[src/rtl/regfile_sequencer_pkg.sv]
// Shared types and constants for the register-file front-end sequencer.
package regfile_sequencer_pkg;

  typedef enum logic [2:0] {
    IDLE,
    WR,
    RD1,
    RD2,
    CAP,
    RESP
  } seq_state_t;

  localparam int              REG_IDX_W = 5;
  localparam logic [REG_IDX_W-1:0] REG_ZERO  = 5'd0;

endpackage

[src/rtl/regfile_sequencer_rr_arbiter.sv]
// Round-robin arbiter: the requester after the last granted one has highest priority.
module regfile_sequencer_rr_arbiter #(
  parameter int NREQ = 2
) (
  input  logic                     clk,
  input  logic                     reset,
  input  logic [NREQ-1:0]          req,
  input  logic                     advance,
  output logic [NREQ-1:0]          grant,
  output logic [$clog2(NREQ)-1:0]  grant_id
);

  localparam int ID_W = $clog2(NREQ);

  logic [ID_W-1:0] last;
  logic            found;

  // Reset to the top index so requester 0 wins the first arbitration.
  always_ff @(posedge clk or posedge reset) begin
    if (reset) begin
      last <= ID_W'(NREQ - 1);
    end else if (advance) begin
      last <= grant_id;
    end
  end

  always_comb begin
    grant    = '0;
    grant_id = '0;
    found    = 1'b0;
    for (int i = 0; i < NREQ; i++) begin
      if (!found && req[i] && (i > int'(last))) begin
        found    = 1'b1;
        grant[i] = 1'b1;
        grant_id = ID_W'(i);
      end
    end
    for (int i = 0; i < NREQ; i++) begin
      if (!found && req[i] && (i <= int'(last))) begin
        found    = 1'b1;
        grant[i] = 1'b1;
        grant_id = ID_W'(i);
      end
    end
  end

endmodule

[src/rtl/regfile_sequencer.sv]
// Serialises arbitrated operand-fetch/write-back requests onto a single-port
// register file as write, read rs1, read rs2, and returns both operands.
module regfile_sequencer
  import regfile_sequencer_pkg::*;
#(
  parameter int NREQ = 2,
  parameter int XLEN = 64
) (
  input  logic                     clk,
  input  logic                     reset,
  input  logic [NREQ-1:0]          req_valid,
  output logic [NREQ-1:0]          req_ready,
  input  logic [NREQ*5-1:0]        req_rs1,
  input  logic [NREQ*5-1:0]        req_rs2,
  input  logic [NREQ*5-1:0]        req_rd,
  input  logic [NREQ-1:0]          req_wr_en,
  input  logic [NREQ*XLEN-1:0]     req_wr_data,
  output logic                     resp_valid,
  input  logic                     resp_ready,
  output logic [$clog2(NREQ)-1:0]  resp_id,
  output logic [XLEN-1:0]          resp_rs1_data,
  output logic [XLEN-1:0]          resp_rs2_data,
  output logic [4:0]               rf_reg_num,
  output logic                     rf_write,
  output logic [XLEN-1:0]          rf_data_in,
  input  logic [XLEN-1:0]          rf_data_out
);

  localparam int ID_W = $clog2(NREQ);

  seq_state_t state, state_next;

  logic [NREQ-1:0]      grant;
  logic [ID_W-1:0]      grant_id;
  logic                 handshake;
  logic [REG_IDX_W-1:0] rs1_q, rs2_q, rd_q;
  logic                 wr_en_q;
  logic [XLEN-1:0]      wr_data_q;

  regfile_sequencer_rr_arbiter #(.NREQ(NREQ)) u_arb (
    .clk      (clk),
    .reset    (reset),
    .req      (req_valid),
    .advance  (handshake),
    .grant    (grant),
    .grant_id (grant_id)
  );

  assign req_ready = (state == IDLE && !reset) ? grant : '0;
  assign handshake = |(req_valid & req_ready);

  always_ff @(posedge clk or posedge reset) begin
    if (reset) begin
      state <= IDLE;
    end else begin
      state <= state_next;
    end
  end

  always_comb begin
    state_next = state;
    resp_valid = 1'b0;
    rf_write   = 1'b0;
    rf_reg_num = REG_ZERO;
    rf_data_in = '0;
    case (state)
      IDLE: if (handshake) state_next = WR;
      WR: begin
        // x0 is hardwired; never strobe a write to it.
        rf_write   = wr_en_q && (rd_q != REG_ZERO);
        rf_reg_num = rd_q;
        rf_data_in = wr_data_q;
        state_next = RD1;
      end
      RD1: begin
        rf_reg_num = rs1_q;
        state_next = RD2;
      end
      RD2: begin
        rf_reg_num = rs2_q;
        state_next = CAP;
      end
      CAP: begin
        rf_reg_num = rs2_q;
        state_next = RESP;
      end
      RESP: begin
        resp_valid = 1'b1;
        if (resp_ready) state_next = IDLE;
      end
      default: state_next = IDLE;
    endcase
  end

  // Read data arrives one cycle after the index is presented, hence capture on RD2/CAP exit.
  always_ff @(posedge clk or posedge reset) begin
    if (reset) begin
      rs1_q         <= REG_ZERO;
      rs2_q         <= REG_ZERO;
      rd_q          <= REG_ZERO;
      wr_en_q       <= 1'b0;
      wr_data_q     <= '0;
      resp_id       <= '0;
      resp_rs1_data <= '0;
      resp_rs2_data <= '0;
    end else begin
      if (handshake) begin
        rs1_q     <= req_rs1[grant_id*REG_IDX_W +: REG_IDX_W];
        rs2_q     <= req_rs2[grant_id*REG_IDX_W +: REG_IDX_W];
        rd_q      <= req_rd[grant_id*REG_IDX_W +: REG_IDX_W];
        wr_en_q   <= req_wr_en[grant_id];
        wr_data_q <= req_wr_data[grant_id*XLEN +: XLEN];
        resp_id   <= grant_id;
      end
      if (state == RD2) resp_rs1_data <= rf_data_out;
      if (state == CAP) resp_rs2_data <= rf_data_out;
    end
  end

endmodule

[config.mk]
export PLATFORM = sky130hd
export DESIGN_NAME = regfile_sequencer
export DESIGN_NICKNAME = d
export VERILOG_FILES = /design/src/rtl/regfile_sequencer_pkg.sv /design/src/rtl/regfile_sequencer_rr_arbiter.sv /design/src/rtl/regfile_sequencer.sv
export SDC_FILE = /design/constraint.sdc
export NUM_CORES = 1
export LEC_CHECK = 0
export ABC_AREA = 1
export CAP_MARGIN = 25
export CORE_AREA = 4 4 163 165
export DETAILED_ROUTE_END_ITERATION = 6
export DIE_AREA = 0 0 167 169
export DONT_BUFFER_PORTS = 1
export PLACE_DENSITY = 0.52
export SYNTH_ARGS = -nofsm -noshare
export SYNTH_HDL_FRONTEND = slang
export SYNTH_HIERARCHICAL = 1
export SYNTH_SLANG_ARGS = --single-unit
[constraint.sdc]
create_clock -name clk -period 17.5 [get_ports clk]
set_clock_uncertainty 0.2 [all_clocks]
set_input_delay 2.625 -clock clk [delete_from_list [all_inputs] [get_ports clk]]
set_output_delay 2.625 -clock clk [all_outputs]
set_load 0.05 [all_outputs]
; Yosys cells after proc, flatten, opt, wreduce, memory -nomap -nowiden
; Cells that the tools add are included.
[totals]
wordCells = 56
in_bits = 229
regBits = 213
output_inout_bits = 202
[op_classes]
order_cmp = 3
eq_ne = 7
n_mul = 1
shifts = 4
n_reduce_logical = 14
n_mux = 16
n_bitwise = 1
[ops]
columns = operator, n
row1 = 128-bit by 8-bit variable part select with 64-bit output, 1
row2 = 64-bit two-way mux, 1
row3 = 10-bit by 5-bit variable part select with 5-bit output, 3
row4 = 3-bit case mux with 6 select lines, 1
row5 = 5-bit case mux with 3 select lines, 1
row6 = 1-bit two-way mux, 10
row7 = "3-bit by 2-bit == test with 1-bit output, second input constant", 2
row8 = "3-bit == test, second input constant", 2
row9 = 1-bit logical AND, 6
row10 = 3-bit two-way mux, 2
row11 = 5-bit nonzero test, 1
row12 = "1-bit by 3-bit multiplier with 4-bit output, second input constant", 1
row13 = "2-bit != test, second input constant", 2
row14 = 2-bit OR reduction, 2
row15 = "3-bit by 1-bit == test with 1-bit output, second input constant", 1
row16 = 1-bit logical NOT, 3
row17 = 3-bit logical NOT, 1
row18 = 2-bit bitwise AND, 1
row19 = "1-bit by 2-bit less-than comparator with 1-bit output, second input constant", 1
row20 = 2-bit two-way mux, 1
row21 = 2-bit AND reduction, 1
row22 = "1-bit > comparator, first input constant", 1
row23 = "1-bit less-or-equal comparator, first input constant", 1

; Logic depth before layout (Yosys ltp)
; Gate-level depths: netlist of run 1.
[depth]
ltp_word = 15
depth_mapped = 9
depth_no_buf = 8

; Hierarchy
; The synthesis of run 1 kept the hierarchy.
[by_module_without_submodules]
columns = module, seq_area_each_um2, cells_per_inst, n_inst, area_per_inst_um2
row1 = regfile_sequencer, 5305.1, 1107, 1, 9756.9
row2 = regfile_sequencer_rr_arbiter, 26.3, 11, 1, 73.8

; Worst setup path after synthesis of run 1
; Ideal clock, no wire load.
[synth_path]
kind = input -> output
from = input req_valid[0]
to = output req_ready[0]
required_ps = 14675
cell_stages = 3
n_path_buf = 0
t_arrival_ps = 3538
slack_ps = 11137
path_cell_list = a21boi_1 > inv_1 > nor2_1
[synth_between]
elab_chain_len = 3
[synth_rtl]
columns = element, line_no
row1 = "start, declared", regfile_sequencer.sv:11  ; input logic [NREQ-1:0] req_valid,
row2 = 1-bit logical AND, regfile_sequencer_rr_arbiter.sv:39  ; if (!found && req[i] && (i <= int'(last))) begin
row3 = 1-bit two-way mux, regfile_sequencer_rr_arbiter.sv:39
row4 = 2-bit two-way mux, regfile_sequencer.sv:49  ; assign req_ready = (state == IDLE && !reset) ? grant : '0;
row5 = "end, declared", regfile_sequencer.sv:12  ; output logic [NREQ-1:0] req_ready,
; No other way between the ends.

; Worst setup path in the final report of run 1
; Same ends and word-level chain as after synthesis.

==> impl_results.md, run 1 <==
* Crit share post-route at 37.0%
* Arrival @ worst endpoint at 3.64 ns
* VDD IR max at 146 uV
* Reg-to-reg endpoint: u_arb/last
* Type of element launching the critical path: input port
* CTS tree: built
* Seq cells post-synth at 213
* Clk sink count at 213
* Placed insts at 1392
* HP Start: u_arb/last
* Max_slew headroom at 33.2%
* PwrDens at 244 nW/um^2
* Drt wl/cell at 18.7 um
* YS warnings at 6
* Port Buffers at 0
* CTS Buf Count at 24
* Worst Setup SP: req_valid[0]
* Max incr delay on CP at 0.69 ns
* Post-synthesis cell type with the largest combined area: dfrtp_1
* Critical Path, Cell by Cell: a21boi_1, inv_1, nor2_1
* Std-Cell Rows at 58
* Setup_tns at 0 ns
* Distinct cells, synth at 20
* Total GRT Usage at 18.0%
* Critical R2R Launch: state[1]
* Via count at 7073
* Synth-to-layout area growth at 10.8%
* Leading cell types in the layout, fill and taps excluded: nand2_1, dfrtp_1, inv_1
* Max Root-Sink Buffers at 3
* Post-CTS Setup Repair Bufs at 0
* Drt via density at 4.93
* Outcome: finished, final reports clean
* Max Cap Violations at 0
* Leak at 0.00555 uW
* Global-route wire length before repair at 41300 um
* Detail Placement HPWL at 18400 um
* Detailed Routing Iterations Pass 1 at 4
* Crit Path Max Fanout at 3
* Slew at the pin closest to its max-slew limit at 0.998 ns
* DRC at 0
* Iter 0 DRT Violations at 519
* Resize count post-CTS at 0
* Mapped cell area at 9830 sq um
* Root buffer cell: clkbuf_16
* Commonest non-fill, non-tap cell in the layout: nand2_1
* RD Place Congestion at 0.802
* Die area at 28200 sq um
* CTS H-tree lvls at 1
* R2R depth at 8
* Pin count of the biggest net entering global routing at 93
* Yosys top cell area share at 54.0%
* Max Freq at 155 MHz
* Setup Crit Path Kind: in2out
* Sequential fraction of the synthesis area at 54.2%
* ANT cells at 0
* Hold path endpoint: u_arb/last
* Synth Instances at 1118
* Synth Area per Inst at 8.79 sq um
* Initial Util at 39.3%
* Die Width at 167 um
* # nets final at 1317
* Die height at 169 um
* Top cells by area, synth: dfrtp_1, nand2_1, mux2_2, o21ai_0, inv_1
* Post-Layout Cell Count at 1436
* Worst Hold Class: reg2reg
* Final Hold Violating Endpoints at 0
* I/O pin count at 431
* Hold Crit Depth at 2
* # hold bufs at CTS at 0
* Fin. max-slew vios at 0
* Final setup vio count at 0
* Aggregate global routing overflow at 0
* Post-Route WL at 26800 um
* Core area at 25000 sq um
* Worst-skew pair later-pin latency at 0.51 ns
* Share of layout cells above drive strength 1 at 13.4%
* Worst-path clk slew at 0.06 ns
* Vias in the first global route at 7281
* Antenna-violating nets left at 0
* Syn Nets at 1347
* Crit end category: output pin
* CP required at 14.68 ns
* Critical-path top delay cell: nor2_1
* RSZ-0062 raised after global routing: no
* FF-to-FF setup slack at 14.36 ns
* Initial antenna violation count at 0
* Min cycle time layout at 6.47 ns
[cell type report]
class | instances | area [sq um]
clock buffers | 38 | 795
clock inverters | 6 | 109
fillers | 2488 | 14100
inverters | 151 | 574
multi-input cells | 684 | 3550
flip-flops and latches | 213 | 5330
well taps | 330 | 413
repair buffers | 14 | 129
[routing by layer]
metal  vias to the layer above  global-route usage (%)  share of wire, %
li1                       3432                       -                 -
met1                      3273                    21.9                39
met2                       326                    30.7                49
met3                        42                    6.14                10
met4                         0                    4.91               2.1
met5                         -                       0                 0
[Yosys cell counts (all sizes together)]
master,count
a21boi,1
and2,2
buf,42
clkbuf,28
dfrtp,212
dfstp,1
inv,151
mux2,80
nand2,306
nand3,90
nor2,69
nor3,1
o21ai,129
o221ai,5
o31ai,1
[stage by stage]
step	util, %	setup slack, ns	power, uW	instance area (sq um)	hold slack [ns]
global route	43.5	10.94	2830	10900	0.332
global placement	39.6	11.00	2100	9920	0.267
finish	43.5	11.03	2660	10900	0.283
detailed placement	39.9	11.04	2130	9990	0.271
floorplan	-	8.88	1950	9830	0.253
CTS	43.5	11.03	2690	10900	0.280
[power breakdown]
part / internal [uW] / switching [uW] / leakage, uW / total, uW
clock network: 354 / 201 / 0.000450 / 555
logic: 201 / 477 / 0.00247 / 679
registers: 721 / 704 / 0.00263 / 1430
[registers in the layout, indices dropped and copies added, names as in the netlist]
| register | cells |
|---|---|
| resp_rs1_data | 64 |
| resp_rs2_data | 64 |
| wr_data_q | 64 |
| rd_q | 5 |
| rs1_q | 5 |
| rs2_q | 5 |
| state | 3 |
| resp_id | 1 |
| u_arb/last | 1 |
| wr_en_q | 1 |
[worst max-delay path: cells and delay by family]
| kind | cells | cell delay, ns |
|---|---|---|
| compound gates | 1 | 0.26 |
| buf+inv | 1 | 0.07 |
| simple gates | 1 | 0.69 |
[logic make-up after synthesis]
group | after synthesis | share of synthesized area [%]
DFF | 213 | 54.2
muxes | 80 | 9.16
buffers and inverters | 221 | 10.1
and+or+nand+nor | 468 | 19.3
AOI/OAI and AO/OA | 136 | 7.17
[worst max path at each step]
stage               slack (ns)      endpoint
finish                   11.03  req_ready[0]
global route             10.94  req_ready[0]
CTS                      11.03  req_ready[0]
detailed placement       11.04  req_ready[0]
global placement         11.00  req_ready[0]
floorplan                 8.88       rd_q[0]
No activity file was read; power rests on OpenSTA's default activity.
==> run 2, diff against run 1 <==
--- a/config.mk
+++ b/config.mk
@@ -11,7 +11,7 @@
 export DETAILED_ROUTE_END_ITERATION = 6
 export DIE_AREA = 0 0 167 169
 export DONT_BUFFER_PORTS = 1
-export PLACE_DENSITY = 0.52
+export PLACE_DENSITY = 0.54
 export SYNTH_ARGS = -nofsm -noshare
 export SYNTH_HDL_FRONTEND = slang
 export SYNTH_HIERARCHICAL = 1
==> constraint.sdc (replaced) <==
create_clock -name clk -period 5.2 [get_ports clk]
set_clock_uncertainty 0.2 [all_clocks]
set_input_delay 0.78 -clock clk [delete_from_list [all_inputs] [get_ports clk]]
set_output_delay 0.78 -clock clk [all_outputs]
set_load 0.05 [all_outputs]
==> run 2 against run 1 <==
Via count down 1.4%. First-iteration DRC count fell by 32%. Non-clock buffer count shrank 4. Critical path depth increased by 1. Sequential power rose to 3.4 times the previous value. Die area stayed put. Highest routed layer unchanged.
==> impl_results.md, run 2 (synthesized netlist as in run 1, its figures left out) <==
* Min cycle time layout at 4.05 ns
* Fillers at 2508
* Detail Placement HPWL at 18300 um
* Register Area at 5330 sq um
* RD Place Congestion at 0.791
* Setup WS pre-CTS at 1.63 ns
* Leak at 0.00541 uW
* Iter 0 DRT Violations at 353
* DRC at 0
* Share of layout cells above drive strength 1 at 12.2%
* Critical R2R Launch: state[0]
* Detailed Routing Iterations Pass 1 at 4
* CTS Buf Count at 23
* Global-route wire length before repair at 39700 um
* Resize count post-CTS at 0
* ANT cells at 0
* Setup Crit Path Kind: reg2out
* Die Width at 167 um
* Final setup vio count at 0
* Reg-to-reg endpoint: rd_q[1]
* Placed insts at 1385
* Core area at 25000 sq um
* Type of element launching the critical path: flop
* Aggregate global routing overflow at 0
* Vias in the first global route at 7134
* Commonest non-fill, non-tap cell in the layout: nand2_1
* Critical Path, Cell by Cell: inv_1, nand3_2, buf_4, nor2_1
* Drt wl/cell at 18.3 um
* Max_slew headroom at 24.6%
* Max Root-Sink Buffers at 3
* Total GRT Usage at 17.3%
* GR Util met1 at 20.7%
* I/O pin count at 431
* Final Hold Violating Endpoints at 0
* Worst Hold Class: in2async
* VDD IR max at 401 uV
* RSZ-0062 raised after global routing: no
* Worst-skew pair later-pin latency at 0.49 ns
* Root buffer cell: clkbuf_16
* Critical-path top delay cell: nor2_1
* Std-Cell Rows at 58
* Outcome: finished, final reports clean
* R2R depth at 7
* Die height at 169 um
* Initial antenna violation count at 0
* CP required at 4.22 ns
* PwrDens at 805 nW/um^2
* Fin. max-slew vios at 0
* GRT busiest layer: met2
* GR Util met3 at 7.01%
* Leading cell types in the layout, fill and taps excluded: nand2_1, dfrtp_1, inv_1
* Arrival @ worst endpoint at 3.07 ns
* Crit Path Max Fanout at 40
* CTS H-tree lvls at 1
* Via count at 6976
* Die area at 28200 sq um
* Slew at the pin closest to its max-slew limit at 1.15 ns
* Drt via density at 4.90
* Crit end category: output pin
* Synth-to-layout area growth at 8.55%
* Post-Route WL at 26100 um
* Post-Layout Cell Count at 1425
* Multi-input gate area at 3540 sq um
* # nets final at 1312
* CTS tree: built
* Clk sink count at 213
* Max incr delay on CP at 0.74 ns
* Port Buffers at 0
* Worst-path clk slew at 0.06 ns
* Global Route met2 Usage at 29.2%
* Initial Util at 39.3%
* Worst hold slack at 0.0219 ns
* FF-to-FF setup slack at 2.83 ns
* Post-CTS Setup Repair Bufs at 0
* Max Freq at 247 MHz
* Antenna-violating nets left at 0
* Crit share post-route at 78.0%
* Pin count of the biggest net entering global routing at 124
* Final setup margin at 1.15 ns
* Max Cap Violations at 0
* Largest regs: resp_rs1_data x64, resp_rs2_data x64, wr_data_q x64
* Setup_tns at 0 ns
## run 2: cell count changes in the layout (fill, tap and decap cells not counted), moves of 2 or more
cell        previous run  this run
bufinv_16              3         1
clkbuf_1               1         3
buf_4                 12         7
clkinvlp_4             0         4
clkbuf_8              12         3
clkbuf_16             25        23
## run 2: per-stage QoR
stage | instance area (sq um) | total power [uW] | util (%)
CTS | 10600 | 8690 | 42.5
global route | 10700 | 9140 | 42.6
global placement | 9920 | 7050 | 39.6
floorplan | 9830 | 6550 | -
finish | 10700 | 8590 | 42.6
detailed placement | 9920 | 7100 | 39.6
## run 2: where the power goes
group	internal [uW]	switching (uW)
Sequential	2430	2370
Clock	902	643
Combinational	651	1590
Total	3980	4610
## run 2: timing repair
action,4_1_cts,5_1_grt
hold endpoints to repair,1,0
setup endpoints to repair,0,0
hold buffers,1,0
## run 2: critical path, delay by kind of cell (launching register included)
kind          cells  cell delay (ns)
buf+inv           2             0.74
flops             1             0.41
simple gates      2             1.42
## run 2: layout make-up
class                           instances  share of cell area [%]
Timing Repair Buffer                   10                    1.03
Tap cell                              330                    3.87
Sequential cell                       213                    50.0
Inverter                              151                    5.35
Clock inverter                          8                   0.750
Clock buffer                           29                    5.89
Multi-Input combinational cell        684                    33.2
## run 2: worst max-delay path by stage
| stage | from | endpoint | slack (ns) | cells past startpoint |
|---|---|---|---|---|
| finish | state[2] | rf_data_in[19] | 1.15 | 4 |
| global route | state[2] | rf_data_in[35] | 0.87 | 4 |
| CTS | state[2] | rf_data_in[19] | 1.09 | 4 |
| detailed placement | state[2] | rf_data_in[19] | 1.63 | 4 |
| global placement | state[2] | rf_data_in[1] | 1.74 | 4 |
| floorplan | reset | rd_q[0] | 1.46 | 1 |
## run 2: per-layer routing
| metal | routed length, um | up-vias |
|---|---|---|
| li1 | - | 3410 |
| met1 | 10200 | 3202 |
| met2 | 12500 | 324 |
| met3 | 2750 | 40 |
| met4 | 557 | 0 |
| met5 | 0 | - |
